<file path="src/rtl/ctl_classifier.sv">
// ---------------------------------------------------------------------------
// ctl_classifier
// Watches the main-control bundle of a single-cycle MIPS-style datapath. It
// rebuilds the opcode that produced the bundle, classifies it as R / lw / sw /
// beq / j / illegal, and keeps a saturating event counter per class. One
// counter can be read back through a registered select port.
//
// Ports
//   clk        rising-edge clock
//   rst        synchronous active-high reset (wins over everything else)
//   ctl_valid  bundle below is valid this cycle
//   RegDst, Jump, ALUsrc, Memto_Reg, RegWrite, RegRead, MemWrite, Branch,
//   ALUop[1:0] control bundle under observation
//   op_valid   op_code / op_class are valid (1 cycle after ctl_valid)
//   op_code    reconstructed 6-bit opcode (111111 for an illegal bundle)
//   op_class   0=R 1=lw 2=sw 3=beq 4=j 5=illegal
//   cnt_clr    clears all counters and the error flag
//   cnt_sel    counter read select (0..5, 6..7 read as zero)
//   cnt_data   registered value of the selected counter
//   err        sticky illegal-bundle flag
//
// Build option
//   CTL_CLASSIFIER_TRAP_EN  when defined, the first illegal bundle sets err and
//                           freezes counters 0..4 until cnt_clr or rst; the
//                           illegal counter keeps counting. When undefined,
//                           err stays 0 and counting never freezes.
// ---------------------------------------------------------------------------
module ctl_classifier #(
   parameter int CNT_W = 16
) (
   input  logic             clk,
   input  logic             rst,
   input  logic             ctl_valid,
   input  logic             RegDst,
   input  logic             Jump,
   input  logic             ALUsrc,
   input  logic             Memto_Reg,
   input  logic             RegWrite,
   input  logic             RegRead,
   input  logic             MemWrite,
   input  logic             Branch,
   input  logic [1:0]       ALUop,
   output logic             op_valid,
   output logic [5:0]       op_code,
   output logic [2:0]       op_class,
   input  logic             cnt_clr,
   input  logic [2:0]       cnt_sel,
   output logic [CNT_W-1:0] cnt_data,
   output logic             err
);

   localparam logic [CNT_W-1:0] CNT_MAX  = {CNT_W{1'b1}};
   localparam logic [CNT_W-1:0] CNT_ZERO = {CNT_W{1'b0}};
   localparam logic [2:0]       CLS_ILL  = 3'd5;

   logic [9:0]       bundle_s;
   logic [2:0]       dec_class_s;
   logic [5:0]       dec_code_s;
   logic [5:0]       cnt_en_s;
   logic             freeze_s;
   logic [CNT_W-1:0] sel_data_s;

   logic             op_valid_r;
   logic [5:0]       op_code_r;
   logic [2:0]       op_class_r;
   logic [CNT_W-1:0] cnt_r [0:5];
   logic [CNT_W-1:0] cnt_data_r;
   logic             err_r;

   assign bundle_s = {RegDst, ALUsrc, Memto_Reg, RegWrite, RegRead,
                      MemWrite, Branch, Jump, ALUop};

   // Pattern-match the bundle back to its opcode; '?' marks don't-care bits.
   always_comb begin
      dec_class_s = CLS_ILL;
      dec_code_s  = 6'b111111;
      casez (bundle_s)
         10'b1001000010: begin dec_class_s = 3'd0; dec_code_s = 6'b000000; end
         10'b0111100000: begin dec_class_s = 3'd1; dec_code_s = 6'b100011; end
         10'b?1?0010000: begin dec_class_s = 3'd2; dec_code_s = 6'b101011; end
         10'b?0?0001001: begin dec_class_s = 3'd3; dec_code_s = 6'b000100; end
         10'b???00001??: begin dec_class_s = 3'd4; dec_code_s = 6'b000010; end
         default:        begin dec_class_s = CLS_ILL; dec_code_s = 6'b111111; end
      endcase
   end

   // Trap mode freezes the legal-class counters while the error flag is up.
   always_comb begin
`ifdef CTL_CLASSIFIER_TRAP_EN
      freeze_s = err_r;
`else
      freeze_s = 1'b0;
`endif
   end

   // One-hot counter enable; a clear in the same cycle swallows the bundle.
   always_comb begin
      cnt_en_s = 6'b000000;
      for (int i = 0; i < 6; i++) begin
         if (ctl_valid && !cnt_clr && (dec_class_s == 3'(i)) &&
             ((dec_class_s == CLS_ILL) || !freeze_s)) begin
            cnt_en_s[i] = 1'b1;
         end else begin
            cnt_en_s[i] = 1'b0;
         end
      end
   end

   // Read mux over the current (pre-update) counter values.
   always_comb begin
      sel_data_s = CNT_ZERO;
      case (cnt_sel)
         3'd0:    sel_data_s = cnt_r[0];
         3'd1:    sel_data_s = cnt_r[1];
         3'd2:    sel_data_s = cnt_r[2];
         3'd3:    sel_data_s = cnt_r[3];
         3'd4:    sel_data_s = cnt_r[4];
         3'd5:    sel_data_s = cnt_r[5];
         default: sel_data_s = CNT_ZERO;
      endcase
   end

   // Decode result register; opcode/class hold while no bundle arrives.
   always_ff @(posedge clk) begin
      if (rst) begin
         op_valid_r <= 1'b0;
         op_code_r  <= 6'b000000;
         op_class_r <= 3'd0;
      end else begin
         op_valid_r <= ctl_valid;
         if (ctl_valid) begin
            op_code_r  <= dec_code_s;
            op_class_r <= dec_class_s;
         end else begin
            op_code_r  <= op_code_r;
            op_class_r <= op_class_r;
         end
      end
   end

   // Per-class saturating counters.
   always_ff @(posedge clk) begin
      if (rst || cnt_clr) begin
         for (int i = 0; i < 6; i++) begin
            cnt_r[i] <= CNT_ZERO;
         end
      end else begin
         for (int i = 0; i < 6; i++) begin
            if (cnt_en_s[i] && (cnt_r[i] != CNT_MAX)) begin
               cnt_r[i] <= cnt_r[i] + {{(CNT_W-1){1'b0}}, 1'b1};
            end
         end
      end
   end

   // Registered counter readback.
   always_ff @(posedge clk) begin
      if (rst) begin
         cnt_data_r <= CNT_ZERO;
      end else begin
         cnt_data_r <= sel_data_s;
      end
   end

   // Sticky illegal-bundle flag (constant zero without trap mode).
   always_ff @(posedge clk) begin
      if (rst || cnt_clr) begin
         err_r <= 1'b0;
      end else begin
`ifdef CTL_CLASSIFIER_TRAP_EN
         if (ctl_valid && (dec_class_s == CLS_ILL)) begin
            err_r <= 1'b1;
         end
`else
         err_r <= 1'b0;
`endif
      end
   end

   assign op_valid = op_valid_r;
   assign op_code  = op_code_r;
   assign op_class = op_class_r;
   assign cnt_data = cnt_data_r;
   assign err      = err_r;

endmodule
</file>
<file path="config.mk">
export PLATFORM = sky130hd
export DESIGN_NAME = ctl_classifier
export DESIGN_NICKNAME = d
export VERILOG_FILES = /design/src/rtl/ctl_classifier.sv
export SDC_FILE = /design/constraint.sdc
export NUM_CORES = 1
export LEC_CHECK = 0
export ABC_CLOCK_PERIOD_IN_PS = 4230
export BUFFER_PORTS_ARGS = -buffer_cell sky130_fd_sc_hd__clkbuf_2
export CAP_MARGIN = 20
export CORE_ASPECT_RATIO = 1.5
export CORE_UTILIZATION = 25
export DETAILED_ROUTE_END_ITERATION = 10
export GPL_ROUTABILITY_DRIVEN = 0
export PLACE_DENSITY = 0.4
export SYNTH_ARGS = -nofsm -noshare
export SYNTH_HDL_FRONTEND = slang
export SYNTH_SLANG_ARGS = --single-unit
</file>
<file path="constraint.sdc">
create_clock -name clk -period 4.23 [get_ports clk]
set_input_delay 0.846 -clock clk [delete_from_list [all_inputs] [get_ports clk]]
set_output_delay 0.846 -clock clk [all_outputs]
set_load 0.01 [all_outputs]
</file>
Word-level counts from Yosys, hierarchy flattened
Memory sizes are Yosys's and may differ from the RTL's. Index checks and enable logic that the tools add are counted.

Register bits: 26. Bits in writable memories: 96. Input bits: 17. Output and inout port bits: 27. Logic and storage cells: 90. Memories kept: 1.

Memories: cnt_r (depth 6, width 16, read ports 6, clocked after memory_dff 0, write ports 6, RTL line 66) `logic [CNT_W-1:0] cnt_r [0:5];`.

$add $sub $neg: 6. Equal/unequal tests: 21. Mux-type cells: 35. Bitwise logic cells: 6. Reductions and logical operators: 17.

Operators by type and width (count): $add 16x1->16 const B (6); $mux 16 (6); $ne 16x16->1 const B (6); $pmux 16 s6 (1); $pmux 6 s5 (1); $mux 1 (26); $pmux 3 s5 (1); $logic_and 1x1->1 (13); $eq 3x2->1 const B (4); $eq 3x3->1 const B (4); $eq 10x10->1 const B (1); $eq 10x9->1 const B (1); $eq 8x4->1 const B (1); $eq 8x8->1 const B (1); $eq 3x1->1 const B (2); $logic_not 3->1 (2); $or 1x1->1 (6); $eq 5x1->1 const B (1); $logic_not 1->1 (1); $logic_or 1x1->1 (1).

Logic depth before layout (Yosys ltp)
Gate-level depths: netlist of the first run.

Word-level depth: 10. Depth in mapped cells: 8. Depth with buffers taken out: 6.

Worst setup path before layout of the first run
OpenSTA, ideal clock, no wires.

Kind: input port to flip-flop. From: input Branch. To: memory cnt_r[3][0], in the netlist cnt_r[0][48] (enable). Library setup time: 0.411 ns. Arrival time: 3.291 ns. Data required time: 3.819 ns. Slack: 0.528 ns. Stages on the path: 7. Buffers on the path: 2. Cell sequence: nor4_4 nand3b_1 or2_4 a211o_1 buf_2 buf_6 o21ai_0.

RTL lines: start, declared (RTL line 41) `input logic Branch,`; end, declared (RTL line 66).

==> flow_summary.ini, run 1 <==
[synthesis]
synth_top_area_frac = 0.435
ys_seq_area_frac = 0.510
async_flop_share = 0
yosysMostFrequentCell = nor2_1
syn_area_um2 = 6630
yosys-top-cells-area = edfxtp_1, dfxtp_1, xor2_1
yosys.area.top_type = edfxtp_1
synthesis.nets = 665
synth.distinct_cells = 54
ys_warn_count = 0
synth-seq-cells = 121
synth-edff-count = 96
synth_common_cells = nor2_1, edfxtp_1, xor2_1
ys.flop_type = edfxtp_1
postSynthCellCount = 642
syn_avg_cell_area_um2 = 10.3

[critical_path]
crit_path_end_kind = flop
reg2reg_depth = 7
arrival_ns = 3.24
start_kind = flop
crit_fanout = 17
timing.rr.start = cnt_r[0][48]
r2r-end = cnt_r[0][61]
crit_type = reg -> reg
cp.required_ns = 4.41
reg2reg_slack_ns = 1.17

[drt]
dr.pass1.iters = 5
viasPerCell = 4.93
drt-total-wl_um = 20000
ant_nets = 0
drc = 0
via_count = 5073
drt_iter0_markers = 387
wl_per_cell_um = 19.5

[power]
p_sw_mw = 0.707
seqPwrFrac = 0.457
irDropWorstVdd_v = 0.000216
powerDensity_nw_per_um2 = 396
power_frac_comb = 0.060
internal_power_mw = 2.38
swShare = 0.229
p_clk_frac = 0.483
p_leak_nw = 2.62

[clock_network]
ctsHoldBuffers = 0
clk_latency_ns = 0.43
cts_max_level = 4
ctsResizeCount = 0
cts_buffers = 17
cts_root_buf = clkbuf_16
post_cts_buffers = 0
path_clk_slew_ns = 0.06
clock-sinks = 121
cts_buffer_depth = 2
cts_tree = yes

[timing]
rsz0062_at_grt = no
clock.fmax_mhz = 327
fin_crit_ns = 3.06
setup_viol = 0
fin_crit_sh = 0.723
slew_headroom = 0.371
fin_hold_ws_ns = 0.481
worstMarginPinSlew_ns = 0.941
hold_viol_final = 0
finalSetupTns_ns = 0
timing.final.max_slew_violations = 0
clock_skew_ns = 0.00838

[floorplan]
core.rowCount = 72
die_area_um2 = 27200
start_util = 0.256
die_h_um = 201
ios = 44
die_w_um = 135
core_um2 = 25900

[global_route]
grt_pass1_vias = 5121
grt-ovfl-total = 0
grt_usage = 0.156
antenna_found_initial = 0
grt_max_degree = 31
grt_pass1_wl_um = 31100

[worst_hold_path]
whs_endpoint = op_class[2]
hold_start = op_class[2]
holdCritPathClass = reg -> reg
holdPathStages = 2

[layout]
antenna-diode-count = 0
areaGrowthSynthToFinish_pct = 17.4
fin_nets = 705
drive_gt1_frac = 0.147
nFillCells = 2701

[placement]
dp_hpwl_um = 15100
portBuffers = 42

[status]
status = finished clean

[job]
drv_cap = 0
[placed cells by master, fill, tap and decap left out, types with 3 or more instances in the layout]
cell type / Yosys / layout
ha_1: 6 / 6
nor3b_1: 6 / 6
nand2_1: 43 / 43
o21ai_0: 6 / 3
clkbuf_16: 0 / 17
a22o_1: 5 / 5
and2_1: 5 / 5
o21ai_1: 1 / 4
a311oi_1: 4 / 4
clkinv_1: 0 / 4
nor4_1: 8 / 8
inv_1: 7 / 7
buf_4: 2 / 9
clkbuf_1: 22 / 3
mux2_2: 5 / 5
or2_2: 5 / 5
nand3b_1: 4 / 4
a21oi_1: 15 / 15
nand2b_1: 5 / 5
nand3_1: 41 / 41
nor2_1: 98 / 98
a22oi_1: 14 / 14
clkbuf_2: 0 / 42
a31oi_1: 5 / 5
nand4_1: 12 / 12
and4_1: 9 / 9
a222oi_1: 8 / 8
nor4_2: 8 / 8
xor2_1: 47 / 47
and3_1: 20 / 20
edfxtp_1: 96 / 96
a221o_1: 3 / 3
nor3_1: 28 / 28
bufinv_16: 0 / 4
dfxtp_1: 25 / 25
mux2i_1: 7 / 7
nor2b_1: 9 / 9
clkinv_2: 0 / 4
xnor2_1: 37 / 37
[final cells by class]
cell class / count / area [um2] / share of cell area
repair buffers: 51 / 278 / 0.0357
clock inverters: 12 / 155 / 0.0199
clock buffers: 20 / 437 / 0.0561
well taps: 333 / 417 / 0.0535
inverters: 7 / 26.3 / 0.00337
flip-flops and latches: 121 / 3380 / 0.434
multi-input cells: 484 / 3090 / 0.397
[metrics by stage]
step / instances / utilization / setup slack, ns / power, mW / area (um2)
after CTS: 1028 / 0.300 / 1.18 / 3.13 / 7790
after global routing: 1028 / 0.300 / 0.969 / 3.20 / 7790
after floorplan: 642 / - / 0.528 / 1.53 / 6630
after detailed placement: 996 / 0.277 / 0.784 / 1.62 / 7200
final: 1028 / 0.300 / 1.17 / 3.09 / 7790
after global placement: 996 / 0.277 / 0.787 / 1.62 / 7200
[layer usage]
layer	track usage	share of wire	vias up
li1	-	-	2445
met1	0.173	0.40	2490
met2	0.276	0.54	106
met3	0.0317	0.028	32
met4	0.0831	0.036	0
met5	0	0	-
[kinds of logic after synthesis]
group,after synthesis,share of synthesized area
and+or+nand+nor,310,0.245
other,1,0.000565
DFF,121,0.510
muxes,12,0.0191
adders and majority gates,6,0.0113
AOI/OAI and AO/OA,71,0.0789
xor gates and xnor gates,84,0.111
buffers and inverters,37,0.0241
[worst max-delay path, cell delays in order (launching register included)]
cell      delay (ns)
edfxtp_1        0.48
ha_1            0.23
nand3_1         0.18
nor3_1          0.56
and4_1          0.29
a211o_1         0.54
o21ai_1         0.24
buf_4           0.27
[power groups by stage]
stage	logic [mW]	registers [mW]	clock network [mW]
CTS	0.186	1.41	1.53
global placement	0.183	1.43	0
finish	0.185	1.41	1.49
global route	0.203	1.42	1.58
floorplan	0.118	1.41	0
detailed placement	0.185	1.44	0
[worst max-delay path by stage]
stage | end | cells past startpoint | start
3_3_place_gp | cnt_data[8] | 5 | cnt_sel[1]
4_1_cts | cnt_r[0][61] | 7 | cnt_r[0][48]
2_1_floorplan | cnt_r[0][48] | 7 | Branch
5_1_grt | cnt_r[0][61] | 7 | cnt_r[0][48]
6_report | cnt_r[0][61] | 7 | cnt_r[0][48]
3_5_place_dp | cnt_data[8] | 5 | cnt_sel[1]
[flip-flops by register name, indices dropped and copies added, names as in the netlist]
register  flops
cnt_r        96
cnt_data     16
op_code       5
op_class      3
op_valid      1
No activity file was read; power rests on OpenSTA's default activity.
==> run 2, diff against run 1 <==
- ABC_CLOCK_PERIOD_IN_PS: 4230 -> 2550
- PLACE_DENSITY: 0.4 -> 0.41
- clock period: 4.23 -> 2.55 ns (I/O delays scaled with it)
==> run 2 against run 1 <==
  * Register-to-register slack lost 0.92 ns
  * Worst hold slack lost 0.14 ns
  * First-iteration DRC count grew 23%
  * Sequential share of layout area shrank 1.5 points
==> flow_summary.ini, run 2 (synthesis results as in run 1) <==
[drt]
viasPerCell = 4.98
drt-total-wl_um = 20400
drt-met1-wl_um = 8390
wl_met3_um = 629
drc = 0
highest_layer = met4
drt_iter0_markers = 476
via_count = 5277
wl_per_cell_um = 19.2
ant_nets = 0
dr_wl_met2_um = 10900
dr.pass1.iters = 6

[timing]
setup_viol = 0
fin_hold_ws_ns = 0.340
timing.final.max_slew_violations = 0
worstMarginPinSlew_ns = 1.00
fin_crit_sh = 0.903
hold_viol_final = 0
clock_skew_ns = 0.00919
finalSetupTns_ns = 0
rsz0062_at_grt = no
setup_ws_ns = 0.248
slew_headroom = 0.328
fin_crit_ns = 2.30
clock.fmax_mhz = 434

[clock_network]
path_clk_slew_ns = 0.06
post_cts_buffers = 0
cts_buffer_depth = 2
cts_root_buf = clkbuf_16
ctsResizeCount = 0
ctsHoldBuffers = 0
cts_tree = yes
cts_buffers = 17
cts_max_level = 4
clock-sinks = 121
clk_latency_ns = 0.42

[placement]
dp_slack_ns = 0.0989
dp_hpwl_um = 15600
portBuffers = 42
dpl_cell_area_um2 = 7530

[floorplan]
start_util = 0.256
die_h_um = 201
ios = 44
core_um2 = 25900
die_area_um2 = 27200
core.rowCount = 72
die_w_um = 135

[layout]
antenna-diode-count = 0
largest_reg_flops = 96
fin_nets = 736
final_cell_mix = nor2_1, edfxtp_1, xor2_1, nand2_1, clkbuf_2
final_common_cell = nor2_1
drive_gt1_frac = 0.189
areaGrowthSynthToFinish_pct = 21.6
fin_area_um2 = 8070
largest_register = cnt_r

[critical_path]
cp_num_buf_inv = 1
cp.depth = 7
slowest_delay_ns = 0.49
path_cells = ha_1, nand3_1, nor3_1, and4_1, a211o_1, buf_4, nor4_1
reg2reg_depth = 7
crit_path_end_kind = flop
arrival_ns = 2.53
path_delay_family = simple AND/OR/NAND/NOR gates
timing.rr.start = cnt_r[0][49]
r2r-end = cnt_r[0][54]
crit_fanout = 16
crit_type = reg -> reg
cpMaxStageDelayCell = edfxtp_1
start_kind = flop
cp.required_ns = 2.78
reg2reg_slack_ns = 0.25

[status]
status = finished clean

[job]
drv_cap = 0

[global_route]
antenna_found_initial = 0
grt_pass1_vias = 5313
grt_max_degree = 24
grt-ovfl-total = 0
grt_usage = 0.160
grt_pass1_wl_um = 31900

[worst_hold_path]
whs_endpoint = op_code[0]
holdPathStages = 2
holdCritPathClass = in -> reg
hold_start = rst

[power]
p_leak_nw = 2.79
power_mw = 4.90
irDropWorstVdd_v = 0.000409
powerDensity_nw_per_um2 = 607
-- run 2: stage by stage --
stage	std cells	util
final	1059	0.311
after floorplan	642	-
after global routing	1059	0.311
after detailed placement	1027	0.290
after global placement	1027	0.290
after CTS	1059	0.311
-- run 2: power by group --
group / switching (mW) / internal (mW)
combinational: 0.200 / 0.149
clock: 0.874 / 1.34
sequential: 0.120 / 2.22
-- run 2: layer usage --
layer | track usage | up-vias
met4 | 0.0642 | 0
li1 | - | 2501
met5 | 0 | -
met3 | 0.0302 | 20
met2 | 0.283 | 126
met1 | 0.186 | 2630
-- run 2: area by class of cell --
type	count	area (um2)
multi-input cells	484	3120
flip-flops and latches	121	3380
inverters	7	26.3
clock inverters	8	43.8
clock buffers	24	493
fillers	2688	17900
well taps	333	417
repair buffers	82	586
-- run 2: worst max-delay path by stage --
| stage | startpoint | end | slack [ns] |
|---|---|---|---|
| floorplan | Branch | cnt_r[0][48] | 0.08 |
| global placement | Jump | cnt_r[0][0] | 0.18 |
| detailed placement | Branch | cnt_r[0][4] | 0.1 |
| CTS | cnt_r[0][49] | cnt_r[0][54] | 0.24 |
| global route | cnt_r[0][49] | cnt_r[0][54] | 0.1 |
| finish | cnt_r[0][49] | cnt_r[0][54] | 0.25 |
==> run 3, diff against run 2 <==
- ABC_CLOCK_PERIOD_IN_PS: 2550 -> 2300
- CTS_CLUSTER_DIAMETER: not set -> 100
- PLACE_DENSITY: 0.41 -> not set
- clock period: 2.55 -> 2.3 ns (I/O delays scaled with it)
==> run 3 against run 2 <==
  * Sequential power increased by 9.8%
  * First-iteration DRC count up 5.0%
  * Design area is 2.6% higher
  * Count of clock-buffer cells in the layout down 6
  * Sequential cell count unchanged
  * Register-to-register slack got worse by 0.08 ns
  * Clock skew shrank 0.00072 ns
  * Core utilization increased by 0.82 points
  * Maximum frequency is 8.1% higher
  * Highest routed layer unchanged
==> flow_summary.ini, run 3 (synthesis results as in run 1) <==
[status]
status = finished clean

[clock_network]
ctsResizeCount = 0
cts_tree = yes
cts_buffers = 17
path_clk_slew_ns = 0.06
cts_buffer_depth = 2
clk_latency_ns = 0.42
cts_root_buf = clkbuf_16
cts_max_level = 4
clock-sinks = 121

[floorplan]
start_util = 0.256
die_h_um = 201
die_area_um2 = 27200
core_um2 = 25900
core.rowCount = 72
die_w_um = 135
ios = 44

[timing]
clock_skew_ns = 0.00847
setup_ws_ns = 0.171
fin_crit_sh = 0.926
clock.fmax_mhz = 470
fin_crit_ns = 2.13
hold_viol_final = 0
timing.final.max_slew_violations = 0
fin_hold_ws_ns = 0.431
slew_headroom = 0.288
worstMarginPinSlew_ns = 1.06
rsz0062_at_grt = no
setup_viol = 0

[layout]
largest_reg_flops = 96
drive_gt1_frac = 0.213
nFillCells = 2640
final_common_cell = nor2_1
multi_input_area_um2 = 3130
final_cells = 1074
final-seq-area_um2 = 3380
largest_register = cnt_r
final_cell_mix = nor2_1, edfxtp_1, buf_4, xor2_1, nand2_1
areaGrowthSynthToFinish_pct = 24.8
antenna-diode-count = 0
fin_nets = 751

[drt]
wl_per_cell_um = 16.9
drt_iter0_markers = 500
viasPerCell = 4.84
drc = 0
via_count = 5201
dr.pass1.iters = 5
ant_nets = 0
drt-total-wl_um = 18200

[placement]
dp_slack_ns = -0.0391
dp_hpwl_um = 13600
portBuffers = 42
dp.cells = 1041

[critical_path]
reg2reg_depth = 7
start_kind = flop
timing.rr.start = cnt_r[0][0]
crit_path_start = cnt_r[0][0]
crit_path_end_kind = flop
arrival_ns = 2.30
crit_fanout = 15
crit_type = reg -> reg
cp.required_ns = 2.47

[worst_hold_path]
hold_start = rst
holdPathStages = 3
holdCritPathClass = in -> reg

[power]
p_leak_nw = 2.89
powerDensity_nw_per_um2 = 695
irDropWorstVdd_v = 0.000505

[global_route]
grt_pass1_wl_um = 28500
grt_max_degree = 20
grt_usage = 0.139
antenna_found_initial = 0
grt-ovfl-total = 0
grt_pass1_vias = 5235

[job]
drv_cap = 0
run 3: cell types whose count changed in the layout (fill, tap and decap cells not counted), moves of 3 or more:
| cell | before | now |
|---|---|---|
| buf_4 | 34 | 48 |
| clkinv_2 | 5 | 2 |
| clkinv_4 | 1 | 4 |
| clkinvlp_4 | 0 | 4 |
| bufinv_16 | 0 | 3 |
| clkbuf_1 | 4 | 0 |
run 3: final timing paths:
check	end	slack [ns]
max	cnt_r[0][3]	0.17
min	cnt_data[1]	0.43
max reg2reg	cnt_r[0][3]	0.17
min reg2reg	op_class[2]	0.48
run 3: where the power goes:
group | switching, mW | internal (mW)
combinational | 0.231 | 0.177
sequential | 0.116 | 2.46
clock | 1.04 | 1.74
total | 1.39 | 4.37
run 3: area by class of cell:
cell class	count	area share
clock buffer	18	0.0530
clock inverter	14	0.0210
inverter	7	0.00317
multi-input combinational	484	0.378
sequential	121	0.409
tap	333	0.0503
timing repair buffer	97	0.0858
run 3: critical path, stage by stage (launching register included):
cell and delay (ns):
edfxtp_1 0.35, ha_1 0.19, nand3_1 0.18, nor3_1 0.31, and3_1 0.38, nand4bb_1 0.23, buf_12 0.16, nor2_1 0.06
run 3: stage by stage:
step,power [mW],util,area [um2],TNS (ns)
5_1_grt,5.91,0.319,8280,0
3_3_place_gp,3.02,0.295,7660,0
2_1_floorplan,2.81,-,6680,-1.11
4_1_cts,5.80,0.319,8270,0
6_report,5.76,0.319,8280,0
3_5_place_dp,3.02,0.295,7660,-0.610
run 3: routing by layer:
| layer | wire length (um) | GRT usage | part of all wire | up-vias |
|---|---|---|---|---|
| li1 | - | - | - | 2543 |
| met2 | 9860 | 0.256 | 0.54 | 107 |
| met5 | 0 | 0 | 0 | - |
| met4 | 639 | 0.0706 | 0.035 | 0 |
| met1 | 7160 | 0.149 | 0.39 | 2517 |
| met3 | 520 | 0.0234 | 0.029 | 34 |
run 3: what timing repair did:
action	CTS	global route
endpoints found under the setup margin	0	1
endpoints found under the hold margin	0	0
buffers inserted	0	1
hold buffers	0	0
